**src/rtl/branch_pred_sched_pkg.sv**
```systemverilog
// Shared types for the 2-bit saturating-counter branch predictor:
// counter encoding, reset value and the saturating update rule.
package bp_pkg;

    typedef logic [1:0] ctr_t;

    localparam ctr_t SNT     = 2'd0;
    localparam ctr_t WNT     = 2'd1;
    localparam ctr_t WT      = 2'd2;
    localparam ctr_t ST      = 2'd3;
    localparam ctr_t CTR_RST = WNT;

    function automatic ctr_t ctr_next(ctr_t c, logic taken);
        ctr_t n;
        if (taken) begin
            n = (c == ST) ? ST : c + 2'd1;
        end else begin
            n = (c == SNT) ? SNT : c - 2'd1;
        end
        return n;
    endfunction

endpackage

```
**src/rtl/branch_pred_sched_if.sv**
```systemverilog
// Fetch/resolve handshake bundle between the requesters and the
// branch predictor scheduler.
interface branch_pred_sched_if #(
    parameter int IDX_W = 4
);
    logic             req_valid;
    logic [IDX_W-1:0] req_idx;
    logic             req_ready;
    logic             pred_valid;
    logic             pred_taken;
    logic             res_valid;
    logic             res_taken;
    logic             res_ready;
    logic             mispredict;
    logic             full;
    logic             empty;

    modport master (
        output req_valid, req_idx, res_valid, res_taken,
        input  req_ready, pred_valid, pred_taken,
        input  res_ready, mispredict, full, empty
    );

    modport slave (
        input  req_valid, req_idx, res_valid, res_taken,
        output req_ready, pred_valid, pred_taken,
        output res_ready, mispredict, full, empty
    );
endinterface

```
**src/rtl/branch_pred_sched_fifo.sv**
```systemverilog
// In-order FIFO of in-flight predictions {idx, pbit}; the head is the
// oldest unresolved branch.
module bp_inflight_fifo #(
    parameter int IDX_W = 4,
    parameter int DEPTH = 4
) (
    input  logic             clk,
    input  logic             reset,
    input  logic             i_push,
    input  logic [IDX_W-1:0] i_push_idx,
    input  logic             i_push_pbit,
    input  logic             i_pop,
    output logic [IDX_W-1:0] o_head_idx,
    output logic             o_head_pbit,
    output logic             o_full,
    output logic             o_empty
);
    localparam int PTR_W = (DEPTH > 1) ? $clog2(DEPTH) : 1;
    localparam int CNT_W = $clog2(DEPTH + 1);

    logic [IDX_W:0]   r_mem [DEPTH];
    logic [PTR_W-1:0] r_wptr;
    logic [PTR_W-1:0] r_rptr;
    logic [CNT_W-1:0] r_count;
    logic             w_push;
    logic             w_pop;

    function automatic logic [PTR_W-1:0] ptr_inc(logic [PTR_W-1:0] p);
        return (p == PTR_W'(DEPTH - 1)) ? '0 : p + PTR_W'(1);
    endfunction

    assign o_full      = (r_count == CNT_W'(DEPTH));
    assign o_empty     = (r_count == '0);
    assign w_push      = i_push && !o_full;
    assign w_pop       = i_pop && !o_empty;
    assign o_head_idx  = r_mem[r_rptr][IDX_W:1];
    assign o_head_pbit = r_mem[r_rptr][0];

    always_ff @(posedge clk) begin
        if (reset) begin
            r_wptr  <= '0;
            r_rptr  <= '0;
            r_count <= '0;
        end else begin
            if (w_push) begin
                r_mem[r_wptr] <= {i_push_idx, i_push_pbit};
                r_wptr        <= ptr_inc(r_wptr);
            end
            if (w_pop) begin
                r_rptr <= ptr_inc(r_rptr);
            end
            case ({w_push, w_pop})
                2'b10:   r_count <= r_count + CNT_W'(1);
                2'b01:   r_count <= r_count - CNT_W'(1);
                default: r_count <= r_count;
            endcase
        end
    end

endmodule

```
**src/rtl/branch_pred_sched.sv**
```systemverilog
// Counter table plus single-port arbitration between fetch lookups and
// execute resolutions; resolutions win the port.
module branch_pred_sched
    import bp_pkg::*;
#(
    parameter int ENTRIES = 16,
    parameter int IDX_W   = 4,
    parameter int DEPTH   = 4
) (
    input logic                clk,
    input logic                reset,
    branch_pred_sched_if.slave bus
);
    ctr_t             r_tab [ENTRIES];
    logic             r_pred_valid;
    logic             r_pred_taken;
    logic             r_mispredict;
    logic             w_full;
    logic             w_empty;
    logic             w_req_ready;
    logic             w_req_fire;
    logic             w_res_fire;
    logic [IDX_W-1:0] w_head_idx;
    logic             w_head_pbit;
    logic             w_rd_pbit;

    assign w_res_fire  = bus.res_valid && !w_empty;
    assign w_req_ready = !w_full && !w_res_fire;
    assign w_req_fire  = bus.req_valid && w_req_ready;
    assign w_rd_pbit   = r_tab[bus.req_idx][1];

    bp_inflight_fifo #(
        .IDX_W (IDX_W),
        .DEPTH (DEPTH)
    ) u_fifo (
        .clk         (clk),
        .reset       (reset),
        .i_push      (w_req_fire),
        .i_push_idx  (bus.req_idx),
        .i_push_pbit (w_rd_pbit),
        .i_pop       (w_res_fire),
        .o_head_idx  (w_head_idx),
        .o_head_pbit (w_head_pbit),
        .o_full      (w_full),
        .o_empty     (w_empty)
    );

    always_ff @(posedge clk) begin
        if (reset) begin
            for (int i = 0; i < ENTRIES; i++) begin
                r_tab[i] <= CTR_RST;
            end
            r_pred_valid <= 1'b0;
            r_pred_taken <= 1'b0;
            r_mispredict <= 1'b0;
        end else begin
            r_pred_valid <= w_req_fire;
            if (w_req_fire) begin
                r_pred_taken <= w_rd_pbit;
            end
            r_mispredict <= w_res_fire && (bus.res_taken != w_head_pbit);
            if (w_res_fire) begin
                r_tab[w_head_idx] <= ctr_next(r_tab[w_head_idx], bus.res_taken);
            end
        end
    end

    assign bus.req_ready  = w_req_ready;
    assign bus.res_ready  = !w_empty;
    assign bus.pred_valid = r_pred_valid;
    assign bus.pred_taken = r_pred_taken;
    assign bus.mispredict = r_mispredict;
    assign bus.full       = w_full;
    assign bus.empty      = w_empty;

endmodule
```
**src/flat_wrapper.sv**
```systemverilog
// flat-port wrapper written by rule: the top's interface ports become plain ports
module branch_pred_sched_flat import bp_pkg::*;
#(
    parameter int ENTRIES = 16,
    parameter int IDX_W   = 4,
    parameter int DEPTH   = 4
)
  (clk, reset, bus_req_valid, bus_req_idx, bus_res_valid, bus_res_taken, bus_req_ready, bus_pred_valid, bus_pred_taken, bus_res_ready, bus_mispredict, bus_full, bus_empty);
  branch_pred_sched_if #(.IDX_W(IDX_W)) bus_i ();
  input logic clk;
  input logic reset;
  input wire logic [$bits(bus_i.req_valid)-1:0] bus_req_valid;
  input wire logic [$bits(bus_i.req_idx)-1:0] bus_req_idx;
  input wire logic [$bits(bus_i.res_valid)-1:0] bus_res_valid;
  input wire logic [$bits(bus_i.res_taken)-1:0] bus_res_taken;
  output wire logic [$bits(bus_i.req_ready)-1:0] bus_req_ready;
  output wire logic [$bits(bus_i.pred_valid)-1:0] bus_pred_valid;
  output wire logic [$bits(bus_i.pred_taken)-1:0] bus_pred_taken;
  output wire logic [$bits(bus_i.res_ready)-1:0] bus_res_ready;
  output wire logic [$bits(bus_i.mispredict)-1:0] bus_mispredict;
  output wire logic [$bits(bus_i.full)-1:0] bus_full;
  output wire logic [$bits(bus_i.empty)-1:0] bus_empty;
  assign bus_i.req_valid = bus_req_valid;
  assign bus_i.req_idx = bus_req_idx;
  assign bus_i.res_valid = bus_res_valid;
  assign bus_i.res_taken = bus_res_taken;
  assign bus_req_ready = bus_i.req_ready;
  assign bus_pred_valid = bus_i.pred_valid;
  assign bus_pred_taken = bus_i.pred_taken;
  assign bus_res_ready = bus_i.res_ready;
  assign bus_mispredict = bus_i.mispredict;
  assign bus_full = bus_i.full;
  assign bus_empty = bus_i.empty;
  branch_pred_sched #(.ENTRIES(ENTRIES), .IDX_W(IDX_W), .DEPTH(DEPTH)) u_core (.clk(clk), .reset(reset), .bus(bus_i));
endmodule
```
**config.mk**
```make
export PLATFORM = sky130hd
export DESIGN_NAME = branch_pred_sched_flat
export DESIGN_NICKNAME = d
export VERILOG_FILES = /design/src/rtl/branch_pred_sched_pkg.sv /design/src/rtl/branch_pred_sched_if.sv /design/src/rtl/branch_pred_sched_fifo.sv /design/src/rtl/branch_pred_sched.sv /design/src/flat_wrapper.sv
export SDC_FILE = /design/constraint.sdc
export NUM_CORES = 1
export LEC_CHECK = 0
export ABC_AREA = 1
export BUFFER_PORTS_ARGS = -buffer_cell sky130_fd_sc_hd__buf_2
export CORE_ASPECT_RATIO = 2
export CORE_MARGIN = 1
export CORE_UTILIZATION = 48
export CTS_CLUSTER_DIAMETER = 150
export DETAILED_ROUTE_END_ITERATION = 10
export HOLD_SLACK_MARGIN = 0.05
export MAX_ROUTING_LAYER = met4
export PLACE_DENSITY = 0.66
export SKIP_CTS_REPAIR_TIMING = 1
export SYNTH_ARGS = -nofsm -noshare
export SYNTH_HDL_FRONTEND = slang
export SYNTH_SLANG_ARGS = --single-unit
```
**constraint.sdc**
```tcl
create_clock -name clk -period 1.82 [get_ports clk]
set_input_delay 0.273 -clock clk [delete_from_list [all_inputs] [get_ports clk]]
set_output_delay 0.273 -clock clk [all_outputs]
set_load 0.05 [all_outputs]
```
Yosys cells after proc, flatten, opt, wreduce, memory -nomap -nowiden
Memories as Yosys holds them, arrays and structs flattened. A register that Yosys moved wholly into a read port is not among the register bits.
Cells that the tools add are included.
- bits in writable memories: 52
- output and inout port bits: 7
- register bits after elaboration: 10
- logic and storage cells: 55
- memory bits (read-only): 0
- input port bits: 9
- bits in latches: 0
- memories: 2
- shift-type cells: 0
- equality and inequality tests: 7
- add/subtract/negate cells: 6
- div/mod/pow operators: 0
- bitwise gates (word level): 0
- order comparisons: 0
- reduce and logical (&&, ||, !) cells: 13
- $mul: 0
- mux-type cells: 21
- memories (name ; words ; width ; read ports ; clocked after Yosys merged registers in ; wr ports ; RTL line ; text):
    u_core.r_tab ; 16 ; 2 ; 2 ; 0 ; 16 ; branch_pred_sched.sv:14 ; ctr_t r_tab [ENTRIES];
    u_core.u_fifo.r_mem ; 4 ; 5 ; 1 ; 1 ; 1 ; branch_pred_sched_fifo.sv:21 ; logic [IDX_W:0] r_mem [DEPTH];
- operator list (cell ; count):
    $mux 2 ; 10
    $mux 1 ; 9
    $eq 2x2->1 const B ; 4
    $add 2x1->2 const B ; 3
    $logic_and 1x1->1 ; 6
    $pmux 3 s2 ; 1
    $mux 4 ; 1
    $add 3x1->3 const B ; 1
    $eq 3x3->1 const B ; 1
    $logic_not 1->1 ; 3
    $logic_not 3->1 ; 1
    $sub 3x1->3 const B ; 1
    $eq 2x1->1 const B ; 1
    $logic_not 2->1 ; 1
    $reduce_bool 2->1 ; 1
    $reduce_or 2->1 ; 1
    $sub 2x1->2 const B ; 1
    $ne 1x1->1 ; 1

Depth between registers and ports, before layout
Gate-level depths: netlist of run 1.
- depth after elaboration: 10
- depth in mapped cells: 17

By module
From an unflattened synthesis of run 1, not the netlist that was laid out.
- cells, all modules: 388
- area total of the unflattened synthesis: 3321.9 µm²
- by module, submodules not included (module ; cells each ; times used ; area an instance (µm²) ; seq. area each (µm²)):
    branch_pred_sched ; 268 ; 1 ; 2057.0 ; 1021.0
    bp_inflight_fifo ; 120 ; 1 ; 1265.0 ; 780.7

Worst setup path before layout of run 1
OpenSTA, ideal clock, no wires.
- path kind: register to register
- start point: register u_core.u_fifo.r_count[0]
- end point: register u_core.u_fifo.r_count[2]
- stages on the path, launching flop included: 13
- data arrival time: 2.898 ns
- library setup time: 0.122 ns
- path slack: -1.200 ns
- required time: 1.698 ns
- cell sequence: dfxtp_1 -> nor2_1 -> inv_1 -> nor2_1 -> a21oi_1 -> nand2_1 -> ha_1 -> inv_1 -> fa_1 -> a21oi_1 -> o21ai_0 -> o21ai_0 -> a21oi_1
- RTL lines (item ; RTL line ; text):
    from (decl) ; branch_pred_sched_fifo.sv:24 ; logic [CNT_W-1:0] r_count;
    from (signal assigned) ; branch_pred_sched_fifo.sv:53 ; 2'b10: r_count <= r_count + CNT_W'(1);
    from (signal assigned) ; branch_pred_sched_fifo.sv:54 ; 2'b01: r_count <= r_count - CNT_W'(1);
    from (signal assigned) ; branch_pred_sched_fifo.sv:55 ; default: r_count <= r_count;
    $eq 3x3->1 (*) ; branch_pred_sched_fifo.sv:32 ; assign o_full = (r_count == CNT_W'(DEPTH));
    via bus_full ; flat_wrapper.sv:21 ; output wire logic [$bits(bus_i.full)-1:0] bus_full;
    $logic_not 1->1 (*) ; branch_pred_sched.sv:28 ; assign w_req_ready = !w_full && !w_res_fire;
    $logic_and 1x1->1 (*) ; branch_pred_sched.sv:28 ;
    via bus_req_ready ; flat_wrapper.sv:16 ; output wire logic [$bits(bus_i.req_ready)-1:0] bus_req_ready;
    $logic_and 1x1->1 (*) ; branch_pred_sched.sv:29 ; assign w_req_fire = bus.req_valid && w_req_ready;
    $logic_and 1x1->1 (*) ; branch_pred_sched_fifo.sv:34 ; assign w_push = i_push && !o_full;
    $eq 2x1->1 or $eq 2x2->1 (tied branches) ; branch_pred_sched_fifo.sv:52 ; case ({w_push, w_pop})
    $pmux 3 s2 or $reduce_bool 2->1 (tied branches) ; -- ;
Mark *: on every way through the listed nets, which the timed path passes. The rest lies on a longest branch.
A chain may end at the register's enable or synchronous reset.

==> summary.md, run 1 <==
| Metric | Value |
|---|---|
| Result of the run | finished, violations left |
| Failing checks | setup timing |
| Arr. time, crit path | 2180 ps |
| Total number of vias | 2,893 |
| Clock tree from TritonCTS | done |
| Clock input transition at the sequential cells of the worst setup and hold paths | 50 ps |
| Top cells by area in the synthesized netlist | sky130_fd_sc_hd__edfxtp_1, sky130_fd_sc_hd__nand2_1, sky130_fd_sc_hd__dfxtp_1 |
| DP Area | 4083 um2 |
| Count of distinct cell types in the synthesized netlist | 29 |
| Maximum number of pins on one net before global-route repair | 22 |
| Total Routed Length | 8.877 mm |
| Dominant synthesized flop cell | sky130_fd_sc_hd__edfxtp_1 |
| Placed instance count | 538 |
| Maximum root-to-sink buffer count | 2 |
| Full die area | 7438 um2 |
| Later-pin clock latency in the skew report | 340 ps |
| Placement Setup Slack | -214.7 ps |
| Max-cap viol count | 0 |
| Mean instance size in the synthesized netlist | 8.578 um2 |
| Data required time of the worst path | 1910 ps |
| Total Power Consumption | 7.049 mW |
| Sum of negative setup slack | -7863 ps |
| Setup repair after global routing missed its margin | true |
| Setup slack after layout | -266.8 ps |
| Fraction of registers with async set/reset | 0 |
| EDFF count, synth | 52 |
| Library cell used as clock root buffer | sky130_fd_sc_hd__clkbuf_16 |
| Startpoint type of the worst setup path | register |
| Final slew viol count | 0 |
| DRC | 0 |
| Initial antenna violation count | 0 |
| Cell area after synthesis | 3397 um2 |
| Worst clock skew | 5.466 ps |
| Top cell type's share of synthesized area | 0.4597 |
| Worst setup EP type | register |
| Kind of critical path | reg2reg |
| Number of CTS-inserted buffers | 9 |
| Hold path startpoint | bus_req_idx[3] |
| Final hold vios | 0 |
| Non-Filler Instances | 565 |
| Post-route standard cell area excluding fillers | 4778 um2 |
| Post-route fraction of the period consumed by the critical path | 1.147 |
| Max_slew headroom | 0.7785 |
| CTS HTree Levels | 3 |
| Weighted congestion reported at the end of routability-driven placement | 0.8525 |
| Routed wire length per instance | 15.71 um |
| Hold slack | 192.2 ps |
| Cell type with the highest aggregate area in the netlist | sky130_fd_sc_hd__edfxtp_1 |
| Sequential fraction of the synthesis area | 0.5304 |
| Worst hold path depth | 1 |
| Proportion of layout cells with a drive suffix above 1 | 0.3979 |
| Net count, final | 486 |
| Maximum VDD drop | 1.118 mV |
| All-Layer GR Usage | 0.2677 |
| Number of detailed-route iterations in the first pass | 4 |
| Transition time at the pin with the least slew margin | 328.7 ps |
| Number of warnings issued by yosys | 0 |
| Antenna fix cells | 0 |
| Net count after synthesis | 412 |
| Layout overhead on the synthesized area | 40.66% |
| Min cycle time layout | 2087 ps |
| Synthesized flop and latch total | 64 |
| Placed wire-length estimate after detailed placement | 6.300 mm |
| Largest fanout on the critical path | 6 |
| Worst R2R Path Depth | 15 |
| Number of rows in the core area | 43 |
| Lkg Pwr | 2.036 nW |
| Utilization after layout | 0.6939 |
| Via count of the first global-routing pass | 2,866 |
| Mapped Cells | 396 |
| Class of the tightest hold or removal check | in2reg |
| Num Clock Sinks | 64 |
| R2R setup slack | -270 ps |
| Die Y-Extent | 121.0 um |
| Starting utilization of the core area | 0.4933 |
| Port-buffer cells | 15 |
| Floorplan core area | 6887 um2 |
| First-pass GRT wire length | 13.43 mm |
| PwrDens | 1475 nW/um2 |
| Count of pins on the block boundary | 16 |
| WHS Endpoint | u_core.u_fifo.r_mem[3][4] |
| Final setup vio count | 56 |
| Reg-to-reg critical path endpoint | u_core.r_tab[10][0] |
| Post-route antenna net violation count | 0 |
| Maximum operating frequency | 479.2 MHz |
| Floorplan die width | 61.49 um |
| Post-DR vias/cell | 5.120 |
| DRT iter0 DRCs | 112 |
| Total congestion overflow | 0 |
==> routing by layer <==
layer | vias up | routed length [um] | track usage
met5 | - | 0 | -
met4 | 0 | 473 | 0.1736
li1 | 1425 | - | -
met2 | 49 | 5188 | 0.4583
met3 | 38 | 257 | 0.07249
met1 | 1381 | 2957 | 0.2445
==> state kept, by name (all words and copies together), names as in the netlist, named ones only <==
register / cells
u_core.r_tab: 32
u_core.u_fifo.r_mem: 20
u_core.u_fifo.r_count: 3
u_core.u_fifo.r_rptr: 2
u_core.u_fifo.r_wptr: 2
u_core.bus.mispredict: 1
u_core.bus.pred_taken: 1
u_core.bus.pred_valid: 1
==> critical path: stages (launching register included) <==
cell,delay [ps]
sky130_fd_sc_hd__dfxtp_4,370
sky130_fd_sc_hd__buf_6,120
sky130_fd_sc_hd__nand2_4,50
sky130_fd_sc_hd__nand3_4,150
sky130_fd_sc_hd__clkbuf_16,210
sky130_fd_sc_hd__nand3_1,80
sky130_fd_sc_hd__nand2_1,50
sky130_fd_sc_hd__nand2_1,50
sky130_fd_sc_hd__nand2_1,50
sky130_fd_sc_hd__nand2_1,80
sky130_fd_sc_hd__nand2_2,60
sky130_fd_sc_hd__nor2_4,140
sky130_fd_sc_hd__nand2_2,80
sky130_fd_sc_hd__nand2_4,110
sky130_fd_sc_hd__clkbuf_16,160
sky130_fd_sc_hd__nand3_1,70
==> synth_stat cells (all sizes together) (5+ instances only) <==
| library cell | count |
|---|---|
| buf | 10 |
| a21oi | 15 |
| nor2 | 53 |
| o21ai | 22 |
| nand3b | 7 |
| dfxtp | 12 |
| edfxtp | 52 |
| o211ai | 5 |
| nand3 | 29 |
| inv | 60 |
| nand2 | 115 |
| ha | 6 |
==> power by group <==
| group | internal [mW] | switching [mW] |
|---|---|---|
| Sequential | 1.76 | 0.108 |
| Combinational | 1.33 | 2.02 |
| Clock | 1.19 | 0.633 |
==> cell families (layout without fill, tap and decap cells) <==
group	count (synthesis)	after routing	share of synthesized area
adders and majority gates	7	7	0.02799
muxes	4	4	0.01179
buffers and inverters	72	151	0.09135
AOI/OAI and AO/OA	44	44	0.07035
and+or+nand+nor	205	205	0.2681
DFF	64	64	0.5304
==> layout by cell type (no fill, tap or decap), types with 2 or more instances in the layout <==
| cell type | instances |
|---|---|
| sky130_fd_sc_hd__dfxtp_1 | 8 |
| sky130_fd_sc_hd__nor2_2 | 18 |
| sky130_fd_sc_hd__inv_2 | 7 |
| sky130_fd_sc_hd__nand3_2 | 13 |
| sky130_fd_sc_hd__nor2_1 | 16 |
| sky130_fd_sc_hd__buf_12 | 7 |
| sky130_fd_sc_hd__nand3_4 | 2 |
| sky130_fd_sc_hd__nor2_4 | 19 |
| sky130_fd_sc_hd__a21oi_1 | 11 |
| sky130_fd_sc_hd__clkbuf_16 | 11 |
| sky130_fd_sc_hd__o21ai_1 | 6 |
| sky130_fd_sc_hd__ha_1 | 5 |
| sky130_fd_sc_hd__nand2_2 | 18 |
| sky130_fd_sc_hd__edfxtp_1 | 52 |
| sky130_fd_sc_hd__o21ai_0 | 16 |
| sky130_fd_sc_hd__a21oi_2 | 3 |
| sky130_fd_sc_hd__buf_4 | 46 |
| sky130_fd_sc_hd__dfxtp_2 | 3 |
| sky130_fd_sc_hd__mux2i_1 | 4 |
| sky130_fd_sc_hd__bufinv_16 | 2 |
| sky130_fd_sc_hd__clkinv_2 | 2 |
| sky130_fd_sc_hd__nand3b_1 | 7 |
| sky130_fd_sc_hd__inv_1 | 49 |
| sky130_fd_sc_hd__buf_2 | 15 |
| sky130_fd_sc_hd__buf_6 | 5 |
| sky130_fd_sc_hd__o211ai_1 | 5 |
| sky130_fd_sc_hd__nand2_4 | 6 |
| sky130_fd_sc_hd__clkinvlp_4 | 2 |
| sky130_fd_sc_hd__nand2_1 | 90 |
| sky130_fd_sc_hd__nand3_1 | 14 |
| sky130_fd_sc_hd__inv_4 | 4 |
==> worst max path at each step <==
stage	end	slack, ps	depth (start not counted)
after floorplan	u_core.u_fifo.r_count[2]	-320	12
after global placement	u_core.r_tab[14][0]	-170	15
after detailed placement	u_core.r_tab[13][0]	-210	15
after CTS	u_core.r_tab[5][1]	-250	16
after global routing	u_core.r_tab[10][0]	-360	15
final	u_core.r_tab[10][0]	-270	15
==> area by class of cell <==
| type | count | area (um2) |
|---|---|---|
| clock buffer | 10 | 229.0 |
| clock inverter | 6 | 85.08 |
| fill | 574 | 2108 |
| inverter | 60 | 235.2 |
| multi-input combinational | 260 | 1640 |
| sequential | 64 | 1809 |
| tap | 90 | 112.6 |
| timing repair buffer | 75 | 666.9 |
Power figures use the tool's default switching activity.
==> run 2, diff against run 1 <==
- CTS_BUF_LIST: unset -> sky130_fd_sc_hd__clkbuf_4 sky130_fd_sc_hd__clkbuf_8
==> run 2 against run 1 <==
The run still ends with setup timing left. Clock power decreased by 26%. Wire length fell by 3.8%. Register-to-register slack improved by 30 ps. Count of clock-buffer cells in the layout did not move. Cell count is 0.71% lower. Worst hold slack got worse by 13 ps. Critical path type unchanged. Largest power group unchanged. Setup slack better by 33 ps.
==> summary.md, run 2 (synthesized netlist as in run 1, its figures left out) <==
| Metric | Value |
|---|---|
| Floorplan core area | 6887 um2 (unchanged) |
| Slowest stage delay, CP | 370 ps (about the same) |
| Antenna fix cells | 0 (unchanged) |
| Maximum VDD drop | 1.099 mV (-1.7%) |
| Area of combinational cells with multiple inputs | 1622 um2 (-1.1%) |
| PwrDens | 1385 nW/um2 (-6.1%) |
| Number of CTS-inserted buffers | 9 (unchanged) |
| Layer with the highest usage after global routing | met2 |
| DRC | 0 (unchanged) |
| Max reg flops | 32 (unchanged) |
| Library cell used as clock root buffer | sky130_fd_sc_hd__clkbuf_8 |
| Max-cap viol count | 0 (unchanged) |
| Largest reg by FF count | u_core.r_tab |
| Routed wire length per instance | 15.23 um (-3.1%) |
| Post-route antenna net violation count | 0 (unchanged) |
| Kind of critical path | reg2reg |
| Cell family with the largest share of critical-path delay | simple AND/OR/NAND/NOR gates |
| Min cycle time layout | 2054 ps (-33.10 ps) |
| Final setup vio count | 39 (-30%) |
| Result of the run | finished, violations left |
| Clock tree from TritonCTS | done |
| Via count of the first global-routing pass | 2,803 (-2.2%) |
| CTS HTree Levels | 3 (unchanged) |
| Worst-path cell chain | buf_4 > nand2_4 > nand3_4 > buf_12 > nand3b_1 > nand2_1 > nand2_1 > nand2_1 > nand2_1 > nand2_2 > nor2_4 > nand2_1 > nand2_2 > buf_12 > nand3_1 |
| Final hold vios | 0 (unchanged) |
| DRT iter0 DRCs | 94 (-16%) |
| Initial antenna violation count | 0 (unchanged) |
| Net count, final | 482 (-0.82%) |
| Slowest library cell on the worst path | sky130_fd_sc_hd__dfxtp_4 |
| DP Area | 4083 um2 (unchanged) |
| Count of pins on the block boundary | 16 (unchanged) |
| Die Y-Extent | 121.0 um (unchanged) |
| Startpoint type of the worst setup path | register |
| Most numerous cell on the critical path | sky130_fd_sc_hd__nand2_1 |
| Final slew viol count | 0 (unchanged) |
| Lkg Pwr | 1.945 nW (-4.4%) |
| Class of the tightest hold or removal check | in2reg |
| Port-buffer cells | 15 (unchanged) |
| Worst clock skew | 9.101 ps (+3.635 ps) |
| Setup repair after global routing missed its margin | true |
| Num Clock Sinks | 64 (unchanged) |
| Largest registers in the final layout | u_core.r_tab: 32 flops, u_core.u_fifo.r_mem: 20 flops, u_core.u_fifo.r_count: 3 flops |
| Worst setup EP type | register |
| Starting utilization of the core area | 0.4933 (unchanged) |
| Post-route standard cell area excluding fillers | 4598 um2 (-3.8%) |
| Maximum root-to-sink buffer count | 2 (unchanged) |
| Total Routed Length | 8.543 mm (-3.8%) |
| Number of rows in the core area | 43 (unchanged) |
| Max_slew headroom | 0.7786 (about the same) |
| Post-DR vias/cell | 5.070 (-0.99%) |
| Sequential cell area in the final layout | 1809 um2 (unchanged) |
| Failing checks | setup timing |
| Full die area | 7438 um2 (unchanged) |
| All-Layer GR Usage | 0.2600 (-0.007667) |
| Maximum number of pins on one net before global-route repair | 22 (unchanged) |
| Total number of vias | 2,844 (-1.7%) |
| Number of filler cells placed in the layout | 586 (+2.1%) |
| Total congestion overflow | 0 (unchanged) |
| Data required time of the worst path | 1920 ps (about the same) |
| Maximum operating frequency | 486.9 MHz (+1.6%) |
| Met3 usage in global routing | 0.06930 (-0.003198) |
| Sum of negative setup slack | -6524 ps (+1339 ps) |
| Number of detailed-route iterations in the first pass | 4 (unchanged) |
| Layout overhead on the synthesized area | 35.36% |
| Clock input transition at the sequential cells of the worst setup and hold paths | 70 ps (+20 ps) |
| Number of buffers and inverters on the critical path | 3 (unchanged) |
| Placed wire-length estimate after detailed placement | 6.300 mm (unchanged) |
| Later-pin clock latency in the skew report | 360 ps (+20 ps) |
| Largest fanout on the critical path | 13 (+7) |
| Proportion of layout cells with a drive suffix above 1 | 0.3864 (-0.01148) |
| GR met2 Demand/Resource | 0.4550 (-0.003360) |
| Weighted congestion reported at the end of routability-driven placement | 0.8525 (unchanged) |
| Most common cell after layout, fill and taps aside | sky130_fd_sc_hd__nand2_1 |
| Met1 track demand over resource in global routing | 0.2410 (-0.003524) |
| Arr. time, crit path | 2150 ps (-30 ps) |
| Floorplan die width | 61.49 um (unchanged) |
| Transition time at the pin with the least slew margin | 328.6 ps (-0.09811 ps) |
| Post-route fraction of the period consumed by the critical path | 1.128 (-0.01819) |
| Commonest cells after routing, fill and taps aside | sky130_fd_sc_hd__nand2_1, sky130_fd_sc_hd__edfxtp_1, sky130_fd_sc_hd__inv_1 |
| Setup slack after layout | -233.7 ps (+33.11 ps) |
| First-pass GRT wire length | 13.13 mm (-2.3%) |
## run 2: cell count changes in the layout (fill, tap and decap cells not counted), sizes merged
cell	delta
buf	-3
clkbuf	-1
clkinv	+1
inv	-1
## run 2: report_power, final
group | leakage (nW) | switching, mW | total (mW) | internal (mW)
logic | 1.28 | 1.95 | 3.17 | 1.22
clock network | 0.106 | 0.560 | 1.34 | 0.780
registers | 0.557 | 0.103 | 1.86 | 1.76
## run 2: through the flow
step / power, mW / setup slack, ps / hold slack (ps) / utilization / instances
2_1_floorplan: 3.540 / -315.8 / 362.4 / - / 396
3_3_place_gp: 4.465 / -172.8 / 508.1 / 0.5928 / 538
3_5_place_dp: 4.513 / -214.7 / 529.6 / 0.5928 / 538
4_1_cts: 5.852 / -233.5 / 149.8 / 0.6243 / 554
5_1_grt: 6.704 / -353.4 / 170.5 / 0.6677 / 561
6_report: 6.368 / -233.7 / 179.6 / 0.6677 / 561
## run 2: per-layer routing
metal  part of all wire  wire length, um
met5                  0                0
met4              0.041              348
met3              0.022              188
met2               0.60             5098
met1               0.34             2908
## run 2: path summary, 6_finish.rpt
path / from / depth (start not counted) / slack, ps / to
worst max-delay path: register / 15 / -230 / u_core.r_tab[13][0]
worst min-delay path: bus_req_idx[3] / 1 / 180 / u_core.u_fifo.r_mem[3][4]
worst max register to register: register / 15 / -230 / u_core.r_tab[13][0]
worst min register to register: u_core.u_fifo.r_count[0] / 2 / 530 / u_core.u_fifo.r_count[0]
## run 2: layout make-up
cell class,instances,area share
clock buffers,10,0.02857
clock inverters,6,0.01850
inverters,60,0.05116
multi-input cells,260,0.3527
flip-flops and latches,64,0.3935
well taps,90,0.02449
repair buffers,71,0.1312
